**src/rtl/hub75_row_capture.sv**
```systemverilog
// Captures one HUB75 row (six serial colour lanes plus address) into a parallel
// buffer with a valid/ready handshake; bus inputs are asynchronous to clk.
module hub75_row_capture #(
  parameter int COLS  = 64,
  parameter int CNT_W = 8,
  parameter int OE_W  = 16
) (
  input  logic             clk,
  input  logic             rst,
  input  logic             CLK_MOD,
  input  logic             LAT,
  input  logic             OE,
  input  logic             R1,
  input  logic             G1,
  input  logic             B1,
  input  logic             R2,
  input  logic             G2,
  input  logic             B2,
  input  logic             A,
  input  logic             B,
  output logic             row_valid,
  input  logic             row_ready,
  output logic [1:0]       row_addr,
  output logic [COLS-1:0]  top_r,
  output logic [COLS-1:0]  top_g,
  output logic [COLS-1:0]  top_b,
  output logic [COLS-1:0]  bot_r,
  output logic [COLS-1:0]  bot_g,
  output logic [COLS-1:0]  bot_b,
  output logic [CNT_W-1:0] bit_count,
  output logic [OE_W-1:0]  oe_cycles,
  output logic             len_err,
  output logic             overflow,
  input  logic             clr
);

  localparam int NPIN  = 11;
  localparam int P_CLK = 0;
  localparam int P_LAT = 1;
  localparam int P_OE  = 2;
  localparam int P_COL = 3;
  localparam int P_A   = 9;
  localparam int P_B   = 10;

  logic [NPIN-1:0]      pins;
  logic [NPIN-1:0]      sync1_q, sync1_d;
  logic [NPIN-1:0]      sync2_q, sync2_d;
  logic [NPIN-1:0]      dly_q, dly_d;
  logic                 clk_rise_q, clk_rise_d;
  logic                 lat_rise_q, lat_rise_d;
  logic [5:0][COLS-1:0] sr_q, sr_d;
  logic [CNT_W-1:0]     bit_cnt_q, bit_cnt_d, bit_cnt_inc;
  logic [OE_W-1:0]      oe_cnt_q, oe_cnt_d, oe_cnt_inc;
  logic [5:0][COLS-1:0] data_q, data_d;
  logic [1:0]           addr_q, addr_d;
  logic [CNT_W-1:0]     bits_q, bits_d;
  logic [OE_W-1:0]      oe_q, oe_d;
  logic                 len_err_q, len_err_d;
  logic                 valid_q, valid_d;
  logic                 ovf_q, ovf_d;
  logic                 slot_free;
  logic                 load;

  assign pins = {B, A, B2, G2, R2, B1, G1, R1, OE, LAT, CLK_MOD};

  always_comb begin
    sync1_d = pins;
    sync2_d = sync1_q;
    // dly_q is the previous synchronised sample, and also lines the pin data up
    // with the registered edge pulses below.
    dly_d      = sync2_q;
    clk_rise_d = sync2_q[P_CLK] & ~dly_q[P_CLK];
    lat_rise_d = sync2_q[P_LAT] & ~dly_q[P_LAT];

    sr_d        = sr_q;
    bit_cnt_inc = bit_cnt_q;
    if (clk_rise_q) begin
      for (int i = 0; i < 6; i++) begin
        sr_d[i] = {sr_q[i][COLS-2:0], dly_q[P_COL+i]};
      end
      if (bit_cnt_q != '1) bit_cnt_inc = bit_cnt_q + CNT_W'(1);
    end

    oe_cnt_inc = oe_cnt_q;
    if (!dly_q[P_OE] && (oe_cnt_q != '1)) oe_cnt_inc = oe_cnt_q + OE_W'(1);

    bit_cnt_d = lat_rise_q ? '0 : bit_cnt_inc;
    oe_cnt_d  = lat_rise_q ? '0 : oe_cnt_inc;

    // A coincident shift and OE-low cycle belong to the row being latched.
    slot_free = ~valid_q | row_ready;
    load      = lat_rise_q & slot_free;

    data_d    = data_q;
    addr_d    = addr_q;
    bits_d    = bits_q;
    oe_d      = oe_q;
    len_err_d = len_err_q;
    if (load) begin
      data_d    = sr_d;
      addr_d    = {dly_q[P_B], dly_q[P_A]};
      bits_d    = bit_cnt_inc;
      oe_d      = oe_cnt_inc;
      len_err_d = (bit_cnt_inc != CNT_W'(COLS));
    end

    valid_d = load | (valid_q & ~row_ready);
    ovf_d   = (lat_rise_q & ~slot_free) | (ovf_q & ~clr);
  end

  always_ff @(posedge clk or negedge rst) begin
    if (!rst) begin
      sync1_q    <= '0;
      sync2_q    <= '0;
      dly_q      <= '0;
      clk_rise_q <= 1'b0;
      lat_rise_q <= 1'b0;
      sr_q       <= '0;
      bit_cnt_q  <= '0;
      oe_cnt_q   <= '0;
      data_q     <= '0;
      addr_q     <= '0;
      bits_q     <= '0;
      oe_q       <= '0;
      len_err_q  <= 1'b0;
      valid_q    <= 1'b0;
      ovf_q      <= 1'b0;
    end else begin
      sync1_q    <= sync1_d;
      sync2_q    <= sync2_d;
      dly_q      <= dly_d;
      clk_rise_q <= clk_rise_d;
      lat_rise_q <= lat_rise_d;
      sr_q       <= sr_d;
      bit_cnt_q  <= bit_cnt_d;
      oe_cnt_q   <= oe_cnt_d;
      data_q     <= data_d;
      addr_q     <= addr_d;
      bits_q     <= bits_d;
      oe_q       <= oe_d;
      len_err_q  <= len_err_d;
      valid_q    <= valid_d;
      ovf_q      <= ovf_d;
    end
  end

  assign row_valid = valid_q;
  assign row_addr  = addr_q;
  assign top_r     = data_q[0];
  assign top_g     = data_q[1];
  assign top_b     = data_q[2];
  assign bot_r     = data_q[3];
  assign bot_g     = data_q[4];
  assign bot_b     = data_q[5];
  assign bit_count = bits_q;
  assign oe_cycles = oe_q;
  assign len_err   = len_err_q;
  assign overflow  = ovf_q;

endmodule
```
**config.mk**
```make
export PLATFORM = sky130hd
export DESIGN_NAME = hub75_row_capture
export DESIGN_NICKNAME = d
export VERILOG_FILES = /design/src/rtl/hub75_row_capture.sv
export SDC_FILE = /design/constraint.sdc
export NUM_CORES = 1
export LEC_CHECK = 0
export CORE_UTILIZATION = 59
export CTS_CLUSTER_DIAMETER = 60
export DETAILED_ROUTE_END_ITERATION = 10
export PLACE_DENSITY = 0.92
export SLEW_MARGIN = 20
export SYNTH_ARGS = -nofsm -noshare
export SYNTH_HDL_FRONTEND = slang
export SYNTH_SLANG_ARGS = --single-unit
```
**constraint.sdc**
```tcl
create_clock -name clk -period 4.2 [get_ports clk]
set_input_delay 0.42 -clock clk [delete_from_list [all_inputs] [get_ports clk]]
set_output_delay 0.42 -clock clk [all_outputs]
set_load 0.01 [all_outputs]
```
=== Yosys cells after proc, flatten, opt, wreduce, memory -nomap -nowiden ===
Cells that the tools add are included.

* Output and inout bits: 413
* Bits in registers: 856
* Input bits: 15
* Word-level logic and storage cells: 53

* Eq/ne operators: 3
* Reductions and logical operators: 2
* Bitwise logic cells: 15
* Muxes and demuxes: 6
* Add/sub/neg operators: 2

{| class="wikitable"
|+ Operators by type and width
! cell !! number
|-
| two-way mux 384 bit || 1
|-
| two-way mux 16 bit || 2
|-
| two-way mux 8 bit || 3
|-
| adder 16 x 1 -> 16 bit (second input constant) || 1
|-
| != test 16 bit (second input constant) || 1
|-
| adder 8 x 1 -> 8 bit (second input constant) || 1
|-
| != test 8 x 7 -> 1 bit (second input constant) || 1
|-
| != test 8 bit (second input constant) || 1
|-
| AND 1 bit || 6
|-
| inverter 1 bit || 6
|-
| OR 1 bit || 3
|-
| logical AND 1 bit || 1
|-
| zero test 1 bit || 1
|}

=== Depth between registers and ports, before layout ===
Gate-level depths: netlist of run 1.

* Word-level depth: 5
* Gate-level depth with buffers: 7
* Mapped depth without buffers: 6

=== Worst setup path after synthesis of run 1 ===
Ideal clock, no wire load.

* Path kind: flip-flop to flip-flop
* From: register oe_cnt_q[0]
* To: register oe_q[4] (netlist: oe_cycles[4])
* Arrival: 1,556 ps
* Cell stages (with the launch flop): 8
* Period minus slack after synthesis: 1,684 ps
* Library setup time: 128 ps
* Slack: 2,516 ps
* Path through: dfrtp_1 ha_1 and4_1 buf_2 a41oi_4 nand4_1 xor2_1 o21ai_1

* Longest elaborated chain between the ends: 3
* Elaborated cells between the ends (all ways): 4

{| class="wikitable"
|+ RTL lines
! element !! line !! RTL
|-
| from (decl) || 53 || <nowiki>logic [OE_W-1:0] oe_cnt_q, oe_cnt_d, oe_cnt_inc;</nowiki>
|-
| from (signal assigned) || 136 || <nowiki>oe_cnt_q <= oe_cnt_d;</nowiki>
|-
| parallel branches: the longest is 2 deep, another holds adder 16 x 1 -> 16 bit || - ||
|-
| two-way mux 16 bit * || 85 || <nowiki>if (!dly_q[P_OE] && (oe_cnt_q != '1)) oe_cnt_inc = oe_cnt_q + OE_W'(1);</nowiki>
|-
| to (signal assigned) || 124 || <nowiki>oe_q <= '0;</nowiki>
|-
| to (signal assigned) || 140 || <nowiki>oe_q <= oe_d;</nowiki>
|-
| to (decl) || 57 || <nowiki>logic [OE_W-1:0] oe_q, oe_d;</nowiki>
|}

Mark *: on every way between the ends.
A chain may end at the register's enable or synchronous reset.

==> impl_metrics.env, run 1 <==
export IMPL_yosysWarningCount=0
export IMPL_routed_via_count=17400
export IMPL_chipHeight_um=234
export IMPL_share_seq_of_total_power_pct=49.2
export IMPL_synth_sequential_area_ratio_pct=67.4
export IMPL_synth_edf_count=0
export IMPL_p_switching_w=0.00481
export IMPL_synth_area_top_cells="sky130_fd_sc_hd__dfrtp_1 67%, sky130_fd_sc_hd__mux2_2 27%, sky130_fd_sc_hd__buf_6 1.2%, sky130_fd_sc_hd__buf_2 0.72%, sky130_fd_sc_hd__mux2_1 0.60%"
export IMPL_syn_inst=1895
export IMPL_status="complete, but fails checks"
export IMPL_antenna_found_initial=2
export IMPL_core_sq_um=52900
export IMPL_failed_checks="DRC"
export IMPL_worst_setup_path_end_kind="flip-flop"
export IMPL_clock_buffer_count_from_cts=82
export IMPL_ioPinCount=428
export IMPL_drt_vias_per_instance=5.61
export IMPL_tightest_slew_ns=0.902
export IMPL_synth_lib_cells_used_distinct=40
export IMPL_drive_gt1_share_pct=38.4
export IMPL_max_cap_violations=0
export IMPL_final_setup_tns_ns=0
export IMPL_critical_path_startpoint_category="flip-flop"
export IMPL_minimum_clock_period_after_layout_ns=2.44
export IMPL_grt_total_usage_pct=25.7
export IMPL_finalWirelength_mm=69.3
export IMPL_drt_first_pass_iters=11
export IMPL_synth_most_common_cell="sky130_fd_sc_hd__dfrtp_1"
export IMPL_synth_net_count=1912
export IMPL_cts_htree_levels=3
export IMPL_area_growth_synth_to_final_pct=23.7
export IMPL_cts_root_buf="sky130_fd_sc_hd__clkbuf_16"
export IMPL_worstPathArrival_ns=2.92
export IMPL_grt_max_degree=141
export IMPL_grt_setup_unrepaired="no"
export IMPL_synth_top_area_share_pct=67.4
export IMPL_period_share_pct=58.0
export IMPL_power_switching_fraction_pct=24.6
export IMPL_intPower_w=0.0147
export IMPL_synth_area_sq_um=31800
export IMPL_cp_required_ns=4.68
export IMPL_worst_path_max_fanout=140
export IMPL_nNetsFinal=2362
export IMPL_postSynth_asyncResetShare_pct=100
export IMPL_die_w_um=234
export IMPL_synthFlopType="sky130_fd_sc_hd__dfrtp_1"
export IMPL_vdd_ir_drop_worst_mv=0.499
export IMPL_finalHoldWorstSlack_ns=0.240
export IMPL_netlist_top_cells_count="856 x sky130_fd_sc_hd__dfrtp_1, 752 x sky130_fd_sc_hd__mux2_2, 46 x sky130_fd_sc_hd__buf_2, 37 x sky130_fd_sc_hd__nand2_1, 34 x sky130_fd_sc_hd__buf_6"
export IMPL_start_util_pct=60.1
export IMPL_grt_first_pass_wirelength_mm=108
export IMPL_maxSlewViolCount=0
export IMPL_ys_ff_latch=856
export IMPL_cts_repair_resized=0
export IMPL_clock_path_buffers=3
export IMPL_critPathKind="flip-flop to flip-flop"
export IMPL_hp_class="input port to flip-flop"
export IMPL_final_hold_viol_count=0
export IMPL_average_size_of_a_mapped_cell_sq_um=16.8
export IMPL_p_comb_share_pct=13.7
export IMPL_worst_r2r_setup_slack_ns=1.76
export IMPL_number_of_sinks_handled_by_clock_tree_synthesis=856
export IMPL_total_leakage_power_nw=18.9
export IMPL_gr_ovfl_total=0
export IMPL_antenna_cells_inserted=0
export IMPL_synth_largest_area_cell="sky130_fd_sc_hd__dfrtp_1"
export IMPL_fp_dieArea_sq_um=54800
export IMPL_p_per_area_nw_per_um2=498
export IMPL_tritoncts="done"
export IMPL_remaining_drc_errors=21
export IMPL_slew_limit_headroom_pct=39.9
export IMPL_power_share_clock_pct=37.1
export IMPL_io_buffers=427
export IMPL_wl_per_cell_um=22.4
export IMPL_via_count_of_the_first_global_routing_pass=18900
export IMPL_clock_skew_ns=0.0290
export IMPL_gp_congestion=0.836
export IMPL_timing_fmax_ghz=0.411
export IMPL_placement_rows=84
export IMPL_route_antenna_remaining_nets=0
export IMPL_drt_iter0_markers=907
export IMPL_worst_setup_hold_path_clk_slew_ns=0.06
export IMPL_setup_viol=0
export IMPL_dpl_hpwl_mm=43.9
export IMPL_clk_latency_ns=0.62
-- power groups by stage --
| stage | Clock, W | Sequential (W) | Combinational (W) |
|---|---|---|---|
| floorplan | 0 | 0.00978 | 0.00112 |
| global placement | 0 | 0.00969 | 0.00255 |
| detailed placement | 0 | 0.00974 | 0.00266 |
| CTS | 0.00738 | 0.00963 | 0.00271 |
| global route | 0.00770 | 0.00972 | 0.00286 |
| finish | 0.00725 | 0.00963 | 0.00268 |
-- layout by cell type, fill, tap and decap left out, drive strengths merged --
| cell type | instances |
|---|---|
| clkdlybuf4s50 | 426 |
| nor2 | 28 |
| o21ai | 29 |
| mux2i | 6 |
| and2 | 3 |
| bufinv | 3 |
| ha | 2 |
| a21oi | 3 |
| inv | 8 |
| a31oi | 3 |
| nand2b | 1 |
| o211ai | 1 |
| nand3b | 2 |
| o22ai | 1 |
| clkinv | 15 |
| mux2 | 770 |
| o32a | 1 |
| nand4 | 7 |
| dlygate4sd3 | 1 |
| and4 | 5 |
| a21o | 1 |
| nand3 | 12 |
| nand2 | 37 |
| xor2 | 13 |
| nor2b | 2 |
| and3 | 5 |
| nor3b | 1 |
| clkbuf | 124 |
| nor3 | 1 |
| a41oi | 1 |
| buf | 37 |
| dfrtp | 856 |
| xnor2 | 2 |
| and3b | 1 |
-- flip-flops by register name, summed over array words and instances (netlist names), 11 cells and up --
register / count
oe_cycles: 16
dly_q: 11
sync1_q: 11
top_g: 64
bot_b: 64
dly_d: 11
oe_cnt_q: 16
bot_r: 64
top_r: 64
top_b: 64
sr_q: 384
bot_g: 64
-- critical path, cell delays in order, from the launching register on --
cell	delay (ns)
sky130_fd_sc_hd__dfrtp_4	0.82
sky130_fd_sc_hd__buf_12	0.60
sky130_fd_sc_hd__mux2_2	0.44
sky130_fd_sc_hd__mux2_2	0.27
-- logic make-up after synthesis --
| family | Yosys count | synth area share (%) |
|---|---|---|
| simple gates | 105 | 1.60 |
| flops | 856 | 67.4 |
| fa+ha+maj | 2 | 0.0787 |
| mux | 776 | 27.5 |
| xor+xnor | 15 | 0.413 |
| compound gates | 40 | 0.760 |
| buf+inv | 101 | 2.28 |
-- worst paths after layout --
path                                       start                    end  cells after the start
setup / recovery            clk_rise_q$_DFF_PN0_  top_b[49]$_DFFE_PN0P_                      3
hold / removal                                B1   sync1_q[5]$_DFF_PN0_                      1
setup reg to reg            clk_rise_q$_DFF_PN0_  top_b[49]$_DFFE_PN0P_                      3
hold reg to reg            sync1_q[10]$_DFF_PN0_    dly_d[10]$_DFF_PN0_                      0
max in group asynchronous                    rst    sr_q[256]$_DFF_PN0_                      3
min in group asynchronous                    rst     sr_q[40]$_DFF_PN0_                      2
-- final cells by class --
type                            instances  area (sq um)
Inverter                                3          11.3
Tap cell                              688           861
Timing Repair Buffer                  464          4720
Sequential cell                       856         21400
Fill cell                            2793         13500
Clock buffer                          124          2410
Multi-Input combinational cell        938          9650
Clock inverter                         23           239
-- through the flow --
| step | std cells | cell area (sq um) | setup WS (ns) | util (%) | total power (W) |
|---|---|---|---|---|---|
| 2_1_floorplan | 1895 | 31800 | 2.52 | - | 0.0109 |
| 3_3_place_gp | 2948 | 36700 | 1.60 | 69.3 | 0.0122 |
| 3_5_place_dp | 2948 | 36700 | 1.53 | 69.3 | 0.0124 |
| 4_1_cts | 3096 | 39300 | 1.81 | 74.4 | 0.0197 |
| 5_1_grt | 3096 | 39300 | 1.69 | 74.4 | 0.0203 |
| 6_report | 3096 | 39300 | 1.76 | 74.4 | 0.0196 |
-- what timing repair did --
action / in CTS / in global routing
hold endpoints to repair: 88 / 0
endpoints found under the setup margin: 0 / 0
hold buffers: 1 / 0
buffers inserted: 0 / 0
-- per-layer routing --
metal,vias to the layer above,global-route usage (%),wire length (um)
met5,-,0,30
met4,4,10.1,2260
met3,145,5.91,3870
met2,444,43.5,35700
met1,9195,32.0,27400
li1,7581,-,-
(Power assumes the default switching activity.)
==> run 2: changes to the inputs <==
--- a/config.mk
+++ b/config.mk
@@ -5,10 +5,10 @@
 export SDC_FILE = /design/constraint.sdc
 export NUM_CORES = 1
 export LEC_CHECK = 0
-export CORE_UTILIZATION = 59
+export CORE_UTILIZATION = 49
 export CTS_CLUSTER_DIAMETER = 60
 export DETAILED_ROUTE_END_ITERATION = 10
-export PLACE_DENSITY = 0.92
+export PLACE_DENSITY = 0.82
 export SLEW_MARGIN = 20
 export SYNTH_ARGS = -nofsm -noshare
 export SYNTH_HDL_FRONTEND = slang
==> constraint.sdc (replaced) <==
create_clock -name clk -period 2.12 [get_ports clk]
set_input_delay 0.212 -clock clk [delete_from_list [all_inputs] [get_ports clk]]
set_output_delay 0.212 -clock clk [all_outputs]
set_load 0.01 [all_outputs]
==> run 2 against run 1 <==
The run now ends clean. Hold slack worse by 0.19 ns. Highest routed layer unchanged. Flip-flop and latch count unchanged. Cell count increased by 7.2%. Critical endpoint is now oe_cycles[4]$_DFFE_PN0P_. Clock-buffer cell count is 3 higher.
==> impl_metrics.env, run 2 (synthesis results as in run 1) <==
export IMPL_cts_repair_timing_setup_buffer_count=0
export IMPL_cts_root_buf="sky130_fd_sc_hd__clkbuf_16"
export IMPL_gp_congestion=0.830
export IMPL_timing_fmax_ghz=0.516
export IMPL_timing_critical_path_slowest_stage_cell="sky130_fd_sc_hd__dfrtp_1"
export IMPL_hold_fix_buffers_cts=4
export IMPL_clock_skew_ns=0.0281
export IMPL_wl_per_cell_um=20.0
export IMPL_hp_class="input port to flip-flop"
export IMPL_route_antenna_remaining_nets=0
export IMPL_max_cap_violations=0
export IMPL_cp_required_ns=2.61
export IMPL_chipHeight_um=257
export IMPL_area_growth_synth_to_final_pct=27.0
export IMPL_critical_path_startpoint_category="flip-flop"
export IMPL_worst_path_max_fanout=7
export IMPL_grt_max_degree=115
export IMPL_critical_path_max_stage_delay_ns=0.41
export IMPL_clk_latency_ns=0.63
export IMPL_drive_gt1_share_pct=39.6
export IMPL_largest_register_ff_count=384
export IMPL_worst_setup_path_end_kind="flip-flop"
export IMPL_remaining_drc_errors=0
export IMPL_slew_limit_headroom_pct=60.6
export IMPL_commonest_cells_after_routing_fill_and_taps_aside="855 x sky130_fd_sc_hd__dfrtp_1, 752 x sky130_fd_sc_hd__mux2_2, 426 x sky130_fd_sc_hd__clkdlybuf4s50_1"
export IMPL_vdd_ir_drop_worst_mv=0.703
export IMPL_worstPathArrival_ns=2.43
export IMPL_critPathKind="flip-flop to flip-flop"
export IMPL_maxSlewViolCount=0
export IMPL_tritoncts="done"
export IMPL_status="completed"
export IMPL_minimum_clock_period_after_layout_ns=1.94
export IMPL_ioPinCount=428
export IMPL_total_leakage_power_nw=19.4
export IMPL_start_util_pct=49.5
export IMPL_via_count_of_the_first_global_routing_pass=19000
export IMPL_drt_iter0_markers=839
export IMPL_final_setup_tns_ns=0
export IMPL_io_buffers=427
export IMPL_cts_htree_levels=3
export IMPL_final_hold_viol_count=0
export IMPL_timing_critical_path_cells="ha_1 -> and4_1 -> a41oi_4 -> nand4_1 -> xor2_1 -> o21ai_1"
export IMPL_grt_setup_unrepaired="no"
export IMPL_tightest_slew_ns=0.591
export IMPL_worst_setup_hold_path_clk_slew_ns=0.06
export IMPL_crit_path_start="oe_cnt_q[0]$_DFF_PN0_"
export IMPL_dpl_cell_area_sq_um=37400
export IMPL_nNetsFinal=2408
export IMPL_grt_first_pass_wirelength_mm=107
export IMPL_clock_buffer_count_from_cts=87
export IMPL_setup_viol=0
export IMPL_antenna_found_initial=4
export IMPL_clock_path_buffers=3
export IMPL_mostFrequentLayoutCell="sky130_fd_sc_hd__dfrtp_1"
export IMPL_gr_ovfl_total=0
export IMPL_routed_via_count=17200
export IMPL_timing_hold_worst_start="LAT"
export IMPL_period_share_pct=91.5
export IMPL_drt_vias_per_instance=5.19
export IMPL_timing_rr_start="oe_cnt_q[0]$_DFF_PN0_"
export IMPL_p_per_area_nw_per_um2=990
export IMPL_drt_first_pass_iters=4
export IMPL_grt_total_usage_pct=20.5
export IMPL_number_of_sinks_handled_by_clock_tree_synthesis=856
export IMPL_dpl_hpwl_mm=45.1
export IMPL_regMostFlops="sr_q"
export IMPL_finalWirelength_mm=66.4
export IMPL_fp_dieArea_sq_um=65900
export IMPL_core_sq_um=64200
export IMPL_cts_repair_resized=0
export IMPL_die_w_um=257
export IMPL_placement_rows=93
export IMPL_finish_instance_area_sq_um=40400
run 2: changes by cell type in the layout (fill, tap and decap cells not counted):
cell,delta
sky130_fd_sc_hd__clkinv_2,+3
sky130_fd_sc_hd__clkinv_8,+1
sky130_fd_sc_hd__dlygate4sd3_1,+3
sky130_fd_sc_hd__clkbuf_1,-1
sky130_fd_sc_hd__inv_16,+2
sky130_fd_sc_hd__clkbuf_8,-2
sky130_fd_sc_hd__clkinvlp_4,+2
sky130_fd_sc_hd__clkinv_4,-2
sky130_fd_sc_hd__clkbuf_16,+6
sky130_fd_sc_hd__diode_2,+1
sky130_fd_sc_hd__bufinv_16,+4
sky130_fd_sc_hd__buf_4,+20
sky130_fd_sc_hd__buf_12,+18
run 2: worst paths after layout:
| kind | slack [ns] | cells past startpoint | endpoint |
|---|---|---|---|
| min reg2reg | 0.34 | 0 | dly_q[9]$_DFF_PN0_ |
| min in group asynchronous | 0.09 | 2 | sr_q[366]$_DFF_PN0_ |
| min | 0.05 | 1 | sync1_q[1]$_DFF_PN0_ |
| max reg2reg | 0.18 | 6 | oe_cycles[4]$_DFFE_PN0P_ |
| max | 0.18 | 6 | oe_cycles[4]$_DFFE_PN0P_ |
| max in group asynchronous | 1.06 | 3 | top_b[54]$_DFFE_PN0P_ |
run 2: layer usage:
| layer | vias to the layer above | GRT usage [%] | routed length (um) |
|---|---|---|---|
| li1 | 7674 | - | - |
| met1 | 9010 | 26.0 | 27700 |
| met2 | 417 | 34.5 | 33500 |
| met3 | 121 | 4.43 | 3190 |
| met4 | 6 | 7.66 | 1940 |
| met5 | - | 0 | 47 |
run 2: layout make-up:
type | count | area [sq um]
antenna | 1 | 2.50
clock buffer | 127 | 2530
clock inverter | 33 | 428
fill | 4396 | 23900
inverter | 3 | 11.3
multi-input combinational | 938 | 9650
sequential | 856 | 21400
tap | 855 | 1070
timing repair buffer | 505 | 5260
run 2: critical path, delay by kind of cell (launching register included):
| family | cells | cell delay [ns] |
|---|---|---|
| AO/OA/AOI/OAI | 2 | 0.48 |
| XOR/XNOR | 1 | 0.29 |
| adder cells (fa/ha/maj) | 1 | 0.24 |
| flip-flops | 1 | 0.41 |
| AND/OR/NAND/NOR | 2 | 0.39 |
run 2: metrics by stage:
step | power, W | utilization, % | setup slack (ns) | cells | hold WS, ns
finish | 0.0400 | 62.9 | 0.181 | 3318 | 0.0470
global route | 0.0415 | 62.9 | 0.103 | 3317 | 0.0204
CTS | 0.0404 | 62.9 | 0.214 | 3317 | 0.00316
detailed placement | 0.0247 | 58.2 | 0.127 | 3153 | 0.150
global placement | 0.0244 | 58.2 | 0.144 | 3153 | 0.150
floorplan | 0.0216 | - | 0.436 | 1895 | -0.0836
run 2: where the power goes:
part	leakage, nW	internal (W)	switching, W	total, W
combinational	6.31	0.00303	0.00223	0.00526
clock	1.46	0.00922	0.00632	0.0155
sequential	11.6	0.0180	0.00115	0.0192
